### config.mk
export PLATFORM = sky130hd
export DESIGN_NAME = spw_rx_credit_ctrl
export DESIGN_NICKNAME = d
export VERILOG_FILES = /design/src/rtl/spw_rx_credit_ctrl.sv
export SDC_FILE = /design/constraint.sdc
export NUM_CORES = 1
export LEC_CHECK = 0
export CORE_AREA = 2 2 48 50
export DETAILED_ROUTE_END_ITERATION = 16
export DIE_AREA = 0 0 50 52
export PLACE_DENSITY = 0.7
export SKIP_CTS_REPAIR_TIMING = 1
export SYNTH_ARGS = -nofsm -noshare
export SYNTH_HDL_FRONTEND = slang
export SYNTH_SLANG_ARGS = --single-unit
### constraint.sdc
create_clock -name pclk -period 2.1 [get_ports pclk]
set_clock_uncertainty 0.15 [all_clocks]
set_input_delay 0.42 -clock pclk [delete_from_list [all_inputs] [get_ports pclk]]
set_output_delay 0.42 -clock pclk [all_outputs]
set_load 0.02 [all_outputs]
### src/rtl/spw_rx_credit_ctrl.sv
// SpaceWire receive-side FCT credit scheduler: grants credit in CREDIT_STEP chunks and flags credit violations.
// Optional build macro SPW_RX_CREDIT_STATS_EN adds the fct_count/char_count statistics ports.
module spw_rx_credit_ctrl #(
  parameter int unsigned FIFO_DEPTH  = 64,
  parameter int unsigned CREDIT_MAX  = 56,
  parameter int unsigned CREDIT_STEP = 8
) (
  input  logic                                pclk,
  input  logic                                resetn,
  input  logic                                link_run,
  input  logic                                rx_char_valid,
  input  logic [$clog2(FIFO_DEPTH+1)-1:0]     fifo_free,
  output logic                                fct_req,
  input  logic                                fct_ack,
  output logic [$clog2(CREDIT_MAX+1)-1:0]     rx_credit,
  output logic                                credit_error
`ifdef SPW_RX_CREDIT_STATS_EN
  ,
  output logic [15:0]                         fct_count,
  output logic [15:0]                         char_count
`endif
);

  localparam int unsigned FW = $clog2(FIFO_DEPTH + 1);
  localparam int unsigned CW = $clog2(CREDIT_MAX + 1);
  // Comparison width wide enough that rx_credit + CREDIT_STEP never truncates
  localparam int unsigned SW = (FW > CW) ? FW : CW + 1;

  typedef enum logic [1:0] {
    IDLE = 2'd0,
    REQ  = 2'd1,
    HOLD = 2'd2,
    ERR  = 2'd3
  } state_t;

  state_t          state_q;
  state_t          state_d;
  logic [CW-1:0]   credit_d;
  logic            err_d;
  logic [SW-1:0]   credit_target;
  logic            room_in_fifo;
  logic            under_max;
  logic            ack_ok;
  logic            violation;

  assign credit_target = SW'(rx_credit) + SW'(CREDIT_STEP);
  assign room_in_fifo  = SW'(fifo_free) >= credit_target;
  assign under_max     = credit_target <= SW'(CREDIT_MAX);
  assign ack_ok        = link_run && (state_q == REQ) && fct_ack && under_max;
  assign violation     = rx_char_valid && (rx_credit == '0) && !ack_ok;

  // Next-state, credit arithmetic and sticky error
  always_comb begin
    state_d  = state_q;
    credit_d = rx_credit;
    err_d    = credit_error;
    if (!link_run) begin
      state_d  = IDLE;
      credit_d = '0;
      err_d    = 1'b0;
    end else begin
      if (ack_ok && rx_char_valid) begin
        credit_d = rx_credit + CW'(CREDIT_STEP - 1);
      end else if (ack_ok) begin
        credit_d = rx_credit + CW'(CREDIT_STEP);
      end else if (rx_char_valid && (rx_credit != '0)) begin
        credit_d = rx_credit - CW'(1);
      end

      if (violation) begin
        err_d   = 1'b1;
        state_d = ERR;
      end else begin
        case (state_q)
          IDLE: if (!credit_error && room_in_fifo && under_max) state_d = REQ;
          REQ:  if (ack_ok) state_d = HOLD;
          HOLD: state_d = IDLE;
          ERR:  state_d = ERR;
          default: state_d = IDLE;
        endcase
      end
    end
  end

  // State and registered outputs; fct_req mirrors the REQ state
  always_ff @(posedge pclk or negedge resetn) begin
    if (!resetn) begin
      state_q      <= IDLE;
      rx_credit    <= '0;
      fct_req      <= 1'b0;
      credit_error <= 1'b0;
    end else begin
      state_q      <= state_d;
      rx_credit    <= credit_d;
      fct_req      <= (state_d == REQ);
      credit_error <= err_d;
    end
  end

`ifdef SPW_RX_CREDIT_STATS_EN
  // Statistics survive link restarts; only resetn clears them
  always_ff @(posedge pclk or negedge resetn) begin
    if (!resetn) begin
      fct_count  <= '0;
      char_count <= '0;
    end else begin
      fct_count  <= fct_count + 16'(ack_ok);
      char_count <= char_count + 16'(rx_char_valid);
    end
  end
`endif

endmodule

Word level (Yosys, flattened, before mapping):

Cells that the tools add are included.

* register bits: 10
* input bits: 12
* output and inout port bits: 8
* word-level logic and storage cells: 41

* add/sub/neg operators: 4
* $lt $le $gt $ge: 2
* equality and inequality tests: 6
* mux-type cells: 11
* reduce and logical (&&, ||, !) cells: 14

Operator list (count)
* two-way mux 6 bit: 4
* logical AND 1 bit: 9
* two-way mux 2 bit: 4
* one-hot mux 2 bit (4 select lines): 1
* adder 6 x 4 -> 7 bit (second input constant): 1
* >= comparator 7 bit: 1
* less-or-equal comparator 7 x 6 -> 1 bit (second input constant): 1
* adder 6 x 3 -> 6 bit (second input constant): 1
* adder 6 x 4 -> 6 bit (second input constant): 1
* zero test 6 bit: 1
* nonzero test 6 bit: 1
* subtractor 6 x 1 -> 6 bit (second input constant): 1
* equality test 2 x 1 -> 1 bit (second input constant): 2
* equality test 2 bit (second input constant): 2
* != test 4 x 1 -> 1 bit (second input constant): 1
* zero test 1 bit: 2
* zero test 2 bit: 1
* two-way mux 1 bit: 2
* != test 2 x 1 -> 1 bit (second input constant): 1

Logic depth before layout (Yosys ltp):

Gate-level depths: netlist of the first run.

* word-level depth: 9
* depth in mapped cells: 7
* gate-level depth less buffers: 7

Least setup slack after synthesis of the first run:

No wires, ideal clock.

* path kind: register to register
* start: register rx_credit[3]
* end: register rx_credit[3]
* library setup time: 0.079 ns
* arrival time: 1.907 ns
* data required time: 1.871 ns
* path slack: -0.036 ns
* cell stages (with the launch flop): 7
* buffers on the path: 0
* clock period less this slack: 2.136 ns
* path through: dfrtp_1 inv_1 ha_1 a311o_1 nand4_4 mux2i_1 mux2i_1

* longest elaborated chain between the ends: 6
* elaborated cells between the ends (all ways): 14
* those cells by class: 4 x add/sub; 1 x order compare; 1 x eq/ne; 4 x mux; 4 x reduce/logical

Ends and longest elaborated chain
* from (decl): line 15 `output logic [$clog2(CREDIT_MAX+1)-1:0] rx_credit,`
* from (signal assigned): line 94 `rx_credit <= credit_d;`
* adder 6 x 4 -> 7 bit: line 46 `assign credit_target = SW'(rx_credit) + SW'(CREDIT_STEP);`
* less-or-equal comparator 7 x 6 -> 1 bit: line 48 `assign under_max = credit_target <= SW'(CREDIT_MAX);`
* logical AND 1 bit: line 49 `assign ack_ok = link_run && (state_q == REQ) && fct_ack && under_max;`
* two-way mux 6 bit / logical AND 1 bit (equally long branches): line 64, 62
* two-way mux 6 bit: line 62 `if (ack_ok && rx_char_valid) begin`
* two-way mux 6 bit: line 57 `if (!link_run) begin`

Several ways; a longest one is shown, not always the timed one. The select of a mux whose other input is x is not followed.
A chain may end at the register's enable or synchronous reset.

Final worst setup path of the first run:

Same ends and word-level chain as after synthesis.

==> reports/qor.tcl, run 1 <==
set qor(yosysWarningCount) 0
set qor(ctsLongestPathBuffers) 2
set qor(placement.io_buffers) 19
set qor(placement_rows) 17
set qor(footprint_of_the_multi_input_gates_um2) 611
set qor(finalHoldViolations) 0
set qor(gp_congestion) 0.865
set qor(num_vias) 838
set qor(global_route_wire_length_before_repair_um) 3400
set qor(detail_route.wl_per_cell_um) 14.2
set qor(drive_above_1_share) 0.299
set qor(antenna_cells) 0
set qor(fin_total_pwr_mw) 1.49
set qor(detail_route.iter0.violations) 24
set qor(totalNegativeSetupSlack_ns) 0
set qor(crit_path_start_kind) {flip-flop}
set qor(critical_path.slowest_cell) {dfrtp_2}
set qor(path_class) {flip-flop to flip-flop}
set qor(post_route_worst_setup_slack_ns) 0.0249
set qor(detailed_place_hpwl_um) 1650
set qor(number_of_antenna_violations_at_the_first_check_in_global_routing) 0
set qor(cts-root-buf) {clkbuf_4}
set qor(ioPinCount) 20
set qor(min-delay-path-class) {input pin to asynchronous set/reset pin}
set qor(die-height_um) 52
set qor(fin_nets) 158
set qor(detail_route.wirelength_um) 2310
set qor(final_count_of_negative_setup_slack_endpoints) 0
set qor(drcViolationCount) 0
set qor(ant_nets) 0
set qor(post-route-cell-area_um2) 1310
set qor(fin_crit_sh) 0.988
set qor(maximum_number_of_pins_on_one_net_before_global_route_repair) 12
set qor(floorplan.initialDensity) 0.397
set qor(yosys_most_used_dff) {dfrtp_1}
set qor(seqCellArea_um2) 251
set qor(critical_path.top_delay_family) {flip-flops}
set qor(worst_ep_required_time_ns) 2.14
set qor(crit_path_end_kind) {flip-flop}
set qor(worstPathArrival_ns) 2.12
set qor(asyncSetResetFlopFracSynth) 1.00
set qor(powerDensity_nw_per_um2) 1140
set qor(first_pass_iters) 4
set qor(post-synth-top-area-fraction) 0.299
set qor(die-width_um) 50
set qor(dp_slack_ns) -0.201
set qor(numClockSinks) 10
set qor(clock_tree.htree_level_count) 1
set qor(core_region_area_um2) 2110
set qor(critical_path.n_buffers_inverters) 1
set qor(status) {complete, no violations}
set qor(tightest_slew_ns) 0.505
set qor(synth-seq-cells) 10
set qor(leak_pwr_nw) 0.582
set qor(insertion_delay_ns) 0.27
set qor(clock_buffers_created_by_tritoncts) 3
set qor(cp_max_fo) 5
set qor(grt_remaining_overflow) 0
set qor(mappedNetlistArea_um2) 836
set qor(timing_max_transition_violations_final) 0
set qor(max_freq_ghz) 0.482
set qor(cpPeakStageDelay_ns) 0.45
set qor(list_of_cells_traversed_by_the_critical_path) {ha_2, xnor2_2, a311o_1, nand4_4, buf_4, mux2i_2, mux2i_1}
set qor(max_cap_violations) 0
set qor(post_synth_main_area_contributors) {dfrtp_1 (30%), ha_1 (16%), mux2i_1 (7.2%)}
set qor(ir_worst_vdd_v) 0.000657
set qor(placement.cell_area_um2) 1150
set qor(die_area_um2) 2600
set qor(grt_util_all_layers) 0.174
set qor(sequential_share_of_the_synthesized_area) 0.299
set qor(area.growth.synth_to_final_pct) 56.1
set qor(normalized_max_slew_margin) 0.663
set qor(min_period_ns) 2.08
set qor(clkTransAtPathRegs_ns) 0.07
set qor(final.fill_count) 184
set qor(synth_area_leader_cell) {dfrtp_1}
set qor(synth-edff-count) 0
set qor(synth.net_count) 116
set qor(tritoncts) {built}
set qor(rsz0062_at_grt) {true}
set qor(grt_pass1_vias) 748
set qor(avgSynthCellArea_um2) 8.99
set qor(synthesis.instances) 93
set qor(avgViaCountPerCell) 5.17
set qor(synth.lib_cells_used.distinct) 34
registers in the layout, summed over array words and instances (netlist names):
register	count
credit_error	1
fct_req	1
rx_credit	6
state_q	2
kinds of logic (layout without fill, tap and decap cells):
family,after synthesis,count (layout),share of synthesized area
DFF,10,10,0.299
xor gates and xnor gates,2,2,0.0210
muxes,6,6,0.0719
adders and majority gates,11,11,0.165
AOI/OAI and AO/OA,16,16,0.147
buffers and inverters,11,52,0.0509
and+or+nand+nor,37,37,0.246
worst paths after layout:
path                       slack (ns)                        to  depth (start not counted)                startpoint
min in group pclk                0.42  credit_error$_DFFE_PN0P_                          2  credit_error$_DFFE_PN0P_
max in group asynchronous        1.10  rx_credit[3]$_DFFE_PN0P_                          1                    resetn
hold reg to reg                  0.42  credit_error$_DFFE_PN0P_                          2  credit_error$_DFFE_PN0P_
hold / removal                   0.33      state_q[0]$_DFF_PN0_                          1                    resetn
setup reg to reg                 0.02  rx_credit[3]$_DFFE_PN0P_                          7  rx_credit[3]$_DFFE_PN0P_
setup / recovery                 0.02  rx_credit[3]$_DFFE_PN0P_                          7  rx_credit[3]$_DFFE_PN0P_
layout by cell type (no fill, tap or decap), types with 2 or more instances in the layout:
cell	Yosys	routed
a21oi_1	2	2
buf_4	0	19
clkbuf_4	0	3
clkdlybuf4s50_1	0	19
dfrtp_1	10	9
ha_1	11	9
inv_1	9	8
mux2i_1	6	4
nand2_1	13	13
nand2b_1	3	3
nand3_1	2	2
nor2_1	7	7
nor3_1	2	2
nor3b_2	0	2
o211ai_1	2	2
o21ai_0	2	2
Yosys cell counts, drive strengths merged (2+ instances only):
| cell | n |
|---|---|
| nand4 | 2 |
| nor3b | 2 |
| o211ai | 2 |
| nand2b | 4 |
| nand3 | 2 |
| nor3 | 2 |
| dfrtp | 10 |
| inv | 9 |
| ha | 11 |
| mux2i | 6 |
| nand2 | 13 |
| o21ai | 2 |
| a21oi | 2 |
| xnor2 | 2 |
| nor2 | 7 |
area by class of cell:
class	instances	area share
Sequential cell	10	0.193
Timing Repair Buffer	39	0.259
Clock buffer	4	0.0278
Tap cell	28	0.0268
Inverter	9	0.0259
Multi-Input combinational cell	72	0.468
routing by layer:
layer  global-route usage  share of wire  wire length, um
met4               0.0556          0.020               45
met2                0.298           0.52             1190
met1                0.228           0.42              967
met3               0.0201          0.044              101
met5                    0              0                0
report_power, final:
group          total [mW]  internal [mW]  switching, mW
clock               0.178          0.105         0.0724
sequential          0.341          0.260         0.0812
combinational       0.971          0.512          0.460
total                1.49          0.877          0.613
worst reg2reg max path, stage by stage (launching register included):
cell and delay (ns):
dfrtp_2 0.45, ha_2 0.22, xnor2_2 0.15, a311o_1 0.34, nand4_4 0.15, buf_4 0.14, mux2i_2 0.21, mux2i_1 0.20
through the flow:
step | cells | util | hold slack, ns
floorplan | 93 | - | -0.0256
global placement | 151 | 0.547 | 0.394
detailed placement | 151 | 0.547 | 0.392
CTS | 155 | 0.564 | 0.349
global route | 162 | 0.620 | 0.366
finish | 162 | 0.620 | 0.335
Note: power is estimated with default switching activity, not from simulation.
==> run 2, diff against run 1 <==
--- a/config.mk
+++ b/config.mk
@@ -8,7 +8,7 @@
 export CORE_AREA = 2 2 48 50
 export DETAILED_ROUTE_END_ITERATION = 16
 export DIE_AREA = 0 0 50 52
-export PLACE_DENSITY = 0.7
+export PLACE_DENSITY_LB_ADDON = 0.2
 export SKIP_CTS_REPAIR_TIMING = 1
 export SYNTH_ARGS = -nofsm -noshare
 export SYNTH_HDL_FRONTEND = slang
==> run 2 against run 1 <==
  * Design area shrank 4.7%
  * Setup slack better by 0.045 ns
  * Utilization decreased by 2.9 points
  * Fmax rose by 2.2%
  * Combinational power down 10%
  * Largest cell class unchanged
  * Hold slack lost 0.033 ns
  * Sequential cell count unchanged
  * Largest power group unchanged
==> reports/qor.tcl, run 2 (synthesized netlist as in run 1, its figures left out) <==
set qor(die-width_um) 50 ;# unchanged
set qor(grt_util_all_layers) 0.185 ;# +0.0110
set qor(die-height_um) 52 ;# unchanged
set qor(number_of_antenna_violations_at_the_first_check_in_global_routing) 0 ;# unchanged
set qor(final_cell_count_no_fill) 158 ;# -2.5%
set qor(route.met3.wl_um) 70 ;# -31%
set qor(list_of_cells_traversed_by_the_critical_path) {clkdlybuf4s50_1}
set qor(max_freq_ghz) 0.493 ;# +2.2%
set qor(status) {complete, no violations}
set qor(insertion_delay_ns) 0.28 ;# about the same
set qor(detail_route.iter0.violations) 11 ;# -54%
set qor(tritoncts) {built}
set qor(avgViaCountPerCell) 5.17 ;# about the same
set qor(drcViolationCount) 0 ;# unchanged
set qor(min-delay-path-class) {input pin to asynchronous set/reset pin}
set qor(final.fill_count) 188 ;# +2.2%
set qor(first_pass_iters) 4 ;# unchanged
set qor(placement.io_buffers) 19 ;# unchanged
set qor(reg_with_most_ffs) {rx_credit}
set qor(reg_to_reg_startpoint) {rx_credit[4]$_DFFE_PN0P_}
set qor(finalHoldViolations) 0 ;# unchanged
set qor(max_cap_violations) 0 ;# unchanged
set qor(placement_rows) 17 ;# unchanged
set qor(min_period_ns) 2.03 ;# -0.0450 ns
set qor(post-route-cell-area_um2) 1240 ;# -4.7%
set qor(worst_ep_required_time_ns) 1.53 ;# -0.61 ns
set qor(grt_pass1_vias) 796 ;# +6.4%
set qor(grt_remaining_overflow) 0 ;# unchanged
set qor(worstPathArrival_ns) 1.46 ;# -0.66 ns
set qor(detail_route.wl_per_cell_um) 13.8 ;# -3.3%
set qor(leak_pwr_nw) 0.574 ;# -1.4%
set qor(most-common-layout-cells) {clkdlybuf4s50_1 (18), buf_4 (16), nand2_1 (13)}
set qor(fin_crit_sh) 0.967 ;# -0.0214
set qor(drive_above_1_share) 0.246 ;# -0.0524
set qor(maximum_number_of_pins_on_one_net_before_global_route_repair) 12 ;# unchanged
set qor(placement.cell_area_um2) 1160 ;# +0.65%
set qor(ctsLongestPathBuffers) 2 ;# unchanged
set qor(clock_buffers_created_by_tritoncts) 3 ;# unchanged
set qor(crit_path_start_kind) {flip-flop}
set qor(cp_max_fo) 8 ;# +3
set qor(path_class) {flip-flop to output port}
set qor(cpPeakStageDelay_ns) 0.66 ;# +0.21 ns
set qor(worst-path-stages) 1 ;# -6
set qor(critPathLaunch) {rx_credit[2]$_DFFE_PN0P_}
set qor(tightest_slew_ns) 0.473 ;# -0.0317 ns
set qor(crit_path_end_kind) {output port}
set qor(area.growth.synth_to_final_pct) 48.8
set qor(ir_worst_vdd_v) 0.000551 ;# -16%
set qor(cts-root-buf) {clkbuf_4}
set qor(most_common_cell_after_layout_fill_and_taps_aside) {clkdlybuf4s50_1}
set qor(antenna_cells) 0 ;# unchanged
set qor(wl_met2_um) 1150 ;# -3.4%
set qor(fin_nets) 154 ;# -2.5%
set qor(timing_max_transition_violations_final) 0 ;# unchanged
set qor(totalNegativeSetupSlack_ns) 0 ;# unchanged
set qor(powerDensity_nw_per_um2) 1130 ;# -1.2%
set qor(die_area_um2) 2600 ;# unchanged
set qor(dp_cells) 152 ;# +0.66%
set qor(route.layer.met1.wl_um) 906 ;# -6.3%
set qor(detailed_place_hpwl_um) 1630 ;# -0.76%
set qor(ioPinCount) 20 ;# unchanged
set qor(numClockSinks) 10 ;# unchanged
set qor(final_count_of_negative_setup_slack_endpoints) 0 ;# unchanged
set qor(rsz0062_at_grt) {true}
set qor(clock_tree.htree_level_count) 1 ;# unchanged
set qor(core_region_area_um2) 2110 ;# unchanged
set qor(floorplan.initialDensity) 0.397 ;# unchanged
set qor(rr_worst_depth) 6 ;# -1
set qor(critical_path.top_delay_family) {buffers and inverters}
set qor(number_of_flip_flops_under_the_largest_register_name) 6 ;# unchanged
set qor(maxUsedRoutingLayer) {met4}
set qor(detail_route.wirelength_um) 2170 ;# -5.7%
set qor(num_vias) 817 ;# -2.5%
set qor(ant_nets) 0 ;# unchanged
set qor(gp_congestion) 0.830 ;# -4.0%
set qor(clkTransAtPathRegs_ns) 0.08 ;# about the same
set qor(critical_path.n_buffers_inverters) 1 ;# unchanged
set qor(normalized_max_slew_margin) 0.684 ;# +0.0212
set qor(final_core_util) 0.591 ;# -0.0291
set qor(critical_path.slowest_cell) {clkdlybuf4s50_1}
set qor(global_route_wire_length_before_repair_um) 3480 ;# +2.2%
set qor(biggestRegsByFlops) {rx_credit x6, state_q x2}
[run 2: cell count changes in the layout (fill, tap and decap cells not counted), sizes merged]
| cell | previous run | this run |
|---|---|---|
| buf | 19 | 16 |
| clkbuf | 5 | 4 |
| clkdlybuf4s50 | 19 | 18 |
| dlymetal6s2s | 0 | 1 |
[run 2: path summary, 6_finish.rpt]
| kind | to | slack [ns] |
|---|---|---|
| setup reg to reg | fct_req$_DFF_PN0_ | 0.08 |
| hold / removal | fct_req$_DFF_PN0_ | 0.30 |
| max in group asynchronous | rx_credit[3]$_DFFE_PN0P_ | 1.15 |
| min in group pclk | credit_error$_DFFE_PN0P_ | 0.41 |
| setup / recovery | rx_credit[2] | 0.07 |
| hold reg to reg | credit_error$_DFFE_PN0P_ | 0.41 |
[run 2: metal layers]
layer | up-vias | track usage
met1 | 393 | 0.206
li1 | 403 | -
met4 | 0 | 0.0972
met5 | - | 0
met3 | 5 | 0.0287
met2 | 16 | 0.338
[run 2: worst register-to-register path, stage by stage, from the launching register on]
cell	delay, ns
dfrtp_1	0.43
nand3_1	0.15
ha_1	0.32
nor2_1	0.04
or4_1	0.50
a211oi_2	0.22
o21a_1	0.16
[run 2: layout make-up]
class	count	area, um^2	share of cell area
Timing Repair Buffer	35	313	0.252
Multi-Input combinational cell	72	574	0.462
Tap cell	28	35.0	0.0282
Clock buffer	4	36.3	0.0292
Sequential cell	10	251	0.202
Inverter	9	33.8	0.0272
[run 2: where the power goes]
group,switching [mW],internal (mW)
clock network,0.0847,0.106
registers,0.0823,0.260
logic,0.412,0.459
total,0.579,0.825
[run 2: through the flow]
stage	hold slack, ns	worst slack (ns)	total power [mW]
floorplan	-0.0256	0.00779	0.821
global placement	0.400	-0.119	1.15
detailed placement	0.410	-0.187	1.17
CTS	0.337	0.0151	1.36
global route	0.354	-0.0273	1.51
finish	0.302	0.0700	1.40
==> run 3, diff against run 2 <==
--- a/config.mk
+++ b/config.mk
@@ -5,9 +5,9 @@
 export SDC_FILE = /design/constraint.sdc
 export NUM_CORES = 1
 export LEC_CHECK = 0
-export CORE_AREA = 2 2 48 50
+export CORE_AREA = 8 8 50 52
 export DETAILED_ROUTE_END_ITERATION = 16
-export DIE_AREA = 0 0 50 52
+export DIE_AREA = 0 0 58 60
 export PLACE_DENSITY_LB_ADDON = 0.2
 export SKIP_CTS_REPAIR_TIMING = 1
 export SYNTH_ARGS = -nofsm -noshare
==> constraint.sdc (replaced) <==
create_clock -name pclk -period 2.4 [get_ports pclk]
set_clock_uncertainty 0.15 [all_clocks]
set_input_delay 0.48 -clock pclk [delete_from_list [all_inputs] [get_ports pclk]]
set_output_delay 0.48 -clock pclk [all_outputs]
set_load 0.02 [all_outputs]
==> run 3 against run 2 <==
  * Routed wire length down 8.8%
  * Critical endpoint is now rx_credit[3]$_DFFE_PN0P_
  * Largest cell class unchanged
  * Sequential share of layout area increased by 2.3 points
  * Non-clock buffer count is 11 lower
==> reports/qor.tcl, run 3 (synthesized netlist as in run 1, its figures left out) <==
set qor(min-delay-path-class) {input pin to asynchronous set/reset pin}
set qor(most-common-layout-cells) {clkdlybuf4s50_1 (19), nand2_1 (13), ha_1 (11)}
set qor(biggestRegsByFlops) {rx_credit x6, state_q x2}
set qor(floorplan.initialDensity) 0.464 ;# +0.0670
set qor(max_cap_violations) 0 ;# unchanged
set qor(tritoncts) {built}
set qor(placement.io_buffers) 19 ;# unchanged
set qor(first_pass_iters) 4 ;# unchanged
set qor(cts-root-buf) {clkbuf_4}
set qor(detail_route.iter0.violations) 12 ;# +1
set qor(status) {complete, no violations}
set qor(global_route_wire_length_before_repair_um) 3440 ;# -1.2%
set qor(max_freq_ghz) 0.465
set qor(fin_crit_sh) 0.897
set qor(final_count_of_negative_setup_slack_endpoints) 0 ;# unchanged
set qor(detail_route.wirelength_um) 1980 ;# -8.8%
set qor(ir_worst_vdd_v) 0.000649 ;# +18%
set qor(reg_with_most_ffs) {rx_credit}
set qor(num_vias) 781 ;# -4.4%
set qor(timing_max_transition_violations_final) 0 ;# unchanged
set qor(cpMostUsedCell) {mux2i_1}
set qor(antenna_cells) 0 ;# unchanged
set qor(ctsLongestPathBuffers) 2 ;# unchanged
set qor(min_period_ns) 2.15
set qor(totalNegativeSetupSlack_ns) 0 ;# unchanged
set qor(ant_nets) 0 ;# unchanged
set qor(gp_congestion) 0.828 ;# -0.22%
set qor(finalHoldViolations) 0 ;# unchanged
set qor(maxUsedRoutingLayer) {met4}
set qor(drive_above_1_share) 0.118 ;# -0.129
set qor(area.growth.synth_to_final_pct) 33.2
set qor(clock_buffers_created_by_tritoncts) 3 ;# unchanged
set qor(most_common_cell_after_layout_fill_and_taps_aside) {clkdlybuf4s50_1}
set qor(cpPeakStageDelay_ns) 0.44 ;# -0.22 ns
set qor(grt_pass1_vias) 800 ;# +0.50%
set qor(list_of_cells_traversed_by_the_critical_path) {ha_1, xnor2_1, a311o_1, nand4_4, mux2i_1, mux2i_1}
set qor(route.layer.met1.wl_um) 782 ;# -14%
set qor(final.fill_count) 165 ;# -12%
set qor(fin_nets) 143 ;# -7.1%
set qor(grt_remaining_overflow) 0 ;# unchanged
set qor(seqCellArea_um2) 250 ;# -0.50%
set qor(clock_tree.htree_level_count) 1 ;# unchanged
set qor(detailed_place_hpwl_um) 1650 ;# +1.2%
set qor(avgViaCountPerCell) 5.70 ;# +10%
set qor(crit_path_end_kind) {flip-flop}
set qor(number_of_flip_flops_under_the_largest_register_name) 6 ;# unchanged
set qor(path_class) {flip-flop to flip-flop}
set qor(die_area_um2) 3480 ;# +34%
set qor(worst_ep_required_time_ns) 2.44 ;# +0.91 ns
set qor(clkTransAtPathRegs_ns) 0.07 ;# about the same
set qor(cp_max_fo) 9 ;# +1
set qor(rsz0062_at_grt) {false}
set qor(route.met3.wl_um) 102 ;# +46%
set qor(core_region_area_um2) 1800 ;# -14%
set qor(crit_path_start_kind) {flip-flop}
set qor(critical_path.n_buffers_inverters) 0 ;# -1
set qor(powerDensity_nw_per_um2) 990 ;# -12%
set qor(footprint_of_the_multi_input_gates_um2) 543 ;# -5.4%
set qor(die-height_um) 60 ;# +15%
set qor(number_of_antenna_violations_at_the_first_check_in_global_routing) 0 ;# unchanged
set qor(placement_rows) 16 ;# -1
set qor(detail_route.wl_per_cell_um) 14.5 ;# +5.2%
set qor(ioPinCount) 20 ;# unchanged
set qor(leak_pwr_nw) 0.507 ;# -12%
set qor(maximum_number_of_pins_on_one_net_before_global_route_repair) 12 ;# unchanged
set qor(fin_total_pwr_mw) 1.10 ;# -21%
set qor(critical_path.slowest_cell) {dfrtp_1}
set qor(final_core_util) 0.618 ;# +0.0274
set qor(tightest_slew_ns) 0.461 ;# -0.0123 ns
set qor(insertion_delay_ns) 0.27 ;# about the same
set qor(critical_path.top_delay_family) {multiplexers}
set qor(numClockSinks) 10 ;# unchanged
set qor(normalized_max_slew_margin) 0.692 ;# +0.00820
set qor(drcViolationCount) 0 ;# unchanged
set qor(worstPathArrival_ns) 2.19 ;# +0.73 ns
set qor(grt_util_all_layers) 0.128 ;# -0.0571
set qor(die-width_um) 58 ;# +16%
set qor(wl_met2_um) 1050 ;# -8.5%
[run 3: cell types whose count changed in the layout (fill, tap and decap cells not counted), sizes merged]
cell,delta
buf,-11
dlymetal6s2s,-1
clkdlybuf4s50,+1
[run 3: final timing paths]
kind	startpoint	to	slack (ns)	depth (start not counted)
min reg2reg	credit_error$_DFFE_PN0P_	credit_error$_DFFE_PN0P_	0.41	2
max reg2reg	rx_credit[3]$_DFFE_PN0P_	rx_credit[3]$_DFFE_PN0P_	0.25	6
min	resetn	state_q[0]$_DFF_PN0_	0.38	1
max in group asynchronous	resetn	rx_credit[0]$_DFFE_PN0P_	1.40	1
min in group pclk	credit_error$_DFFE_PN0P_	credit_error$_DFFE_PN0P_	0.41	2
max	rx_credit[3]$_DFFE_PN0P_	rx_credit[3]$_DFFE_PN0P_	0.25	6
[run 3: layout make-up]
type	count	share of cell area
repair buffers	24	0.204
well taps	18	0.0202
flip-flops and latches	10	0.225
clock buffers	4	0.0326
multi-input cells	72	0.488
inverters	9	0.0303
[run 3: through the flow]
| stage | cells | setup slack [ns] | hold WS (ns) | instance area, um^2 |
|---|---|---|---|---|
| after global placement | 133 | 0.118 | 0.398 | 1080 |
| after floorplan | 93 | 0.264 | 0.0344 | 836 |
| final | 137 | 0.247 | 0.376 | 1110 |
| after CTS | 137 | 0.229 | 0.401 | 1110 |
| after global routing | 137 | 0.129 | 0.407 | 1110 |
| after detailed placement | 133 | 0.0627 | 0.404 | 1080 |
[run 3: power breakdown]
| group | internal [mW] | total (mW) | switching [mW] |
|---|---|---|---|
| Combinational | 0.327 | 0.646 | 0.319 |
| Clock | 0.0922 | 0.152 | 0.0600 |
| Sequential | 0.227 | 0.305 | 0.0780 |
| Total | 0.645 | 1.10 | 0.457 |
[run 3: routing by layer]
layer	GRT usage	vias up
met5	0	-
met4	0.0594	0
met3	0.0516	6
met2	0.234	22
met1	0.124	369
li1	-	384
==> RTL change, RTL diff (flow settings as in run 1) <==
The parameter `CREDIT_MAX` goes from 56 to 84.
--- a/src/rtl/spw_rx_credit_ctrl.sv
+++ b/src/rtl/spw_rx_credit_ctrl.sv
@@ -4,3 +4,3 @@
   parameter int unsigned FIFO_DEPTH  = 64,
-  parameter int unsigned CREDIT_MAX  = 56,
+  parameter int unsigned CREDIT_MAX  = 84,
   parameter int unsigned CREDIT_STEP = 8
Ports: changed (resized rx_credit); port bits go from 20 to 21. The function was not compared with the original's and may differ.
==> RTL change against run 1 <==
- synthesized area rose by 17%
- sequential cell count is 1 higher
- largest power group unchanged
- critical path depth rose by 1
- design area increased by 18%
- wire length up 23%
- clock power down 14%
- sequential share of layout area is 1.1 points lower
- power rose by 38%
- setup slack worse by 95 ps
- core utilization is 11 points higher
- global-route usage rose by 4.3 points
- the run now ends with negative setup slack left
- count of clock-buffer cells in the layout did not move
- non-clock buffer count is 4 higher
==> RTL change: results (changes against run 1) <==
Run status
  • Outcome: finished with violations
  • Violated checks: negative setup slack

Synth
  • Mapped Cells: 116 (+25%)
  • Synth top cells by count: dfrtp_1 (11), ha_1 (11), nand2_1 (10), inv_1 (9), nor2_1 (8)
  • Seq/Total Area, Yosys: 28.2% (-1.7 points)
  • Syn nets: 139 (+20%)
  • Post-Synth Adder-Cell Area: 14.1% (-2.4 points)

Finish
  • # fillers: 149 (-19%)
  • Largest regs: rx_credit: 7 flops, state_q: 2 flops
  • Share of cells above drive strength 1: 32.9% (+3.1 points)
  • Fin cells: 189 (+17%)

Timing
  • Final Setup Violations: 5 (+5)
  • Setup TNS Final: -123 ps (-123 ps)
  • Setup ws final: -69.6 ps (-94.6 ps)

Power
  • Leak: 0.677 nW (+16%)
  • Int Pwr: 1.14 mW (+30%)

Global route
  • Met2 usage: 38.4% (+8.6 points)
  • Pin count of the biggest net entering global routing: 14 (+2)
  • All-Layer GR Usage: 21.7% (+4.3 points)

Placed design
  • Hpwl dp: 1.99 mm (+21%)
  • Placement Setup Slack: -425 ps (-224 ps)
  • Number of instances in the placed design: 180 (+19%)
  • Port Buffers: 20 (+1)

Route
  • 1st-pass router iterations: 5 (+1)
  • Final WL: 2.84 mm (+23%)
  • Iteration-0 DRC Markers: 21 (-13%)

Worst setup path
  • CP Data Arrival Time: 2240 ps (+120 ps)
  • Critical Path End: rx_credit[2]$_DFFE_PN0P_
  • R2R cell count: 8 (+1)
[RTL change: cell count changes in the layout (fill, tap and decap cells not counted), sizes merged, moves of 4 or more]
cell	run 1	this run
o21ai	2	6
buf	19	23
mux2i	6	1
o21a	1	5
a21o	0	4
[RTL change: critical path, cell delays in order (launching register included)]
cell and delay (ps):
dfrtp_2 480, ha_2 230, a31oi_4 150, nand4_1 140, buf_4 190, nor2_2 230, o211ai_2 130, xnor2_1 210
and2_1 180
[RTL change: layout make-up]
class                   count  area [µm²]  area share, %
well taps                  28        35.0           2.27
clock buffers               4        26.3           1.71
repair buffers             43         375           24.4
flip-flops and latches     11         280           18.2
inverters                   9        33.8           2.19
multi-input cells          94         790           51.3
[RTL change: per-layer routing]
layer  part of all wire, %  up-vias
met5                     0        -
met4                   2.8        0
met3                   5.1       13
met2                    51       42
met1                    41      488
li1                      -      506
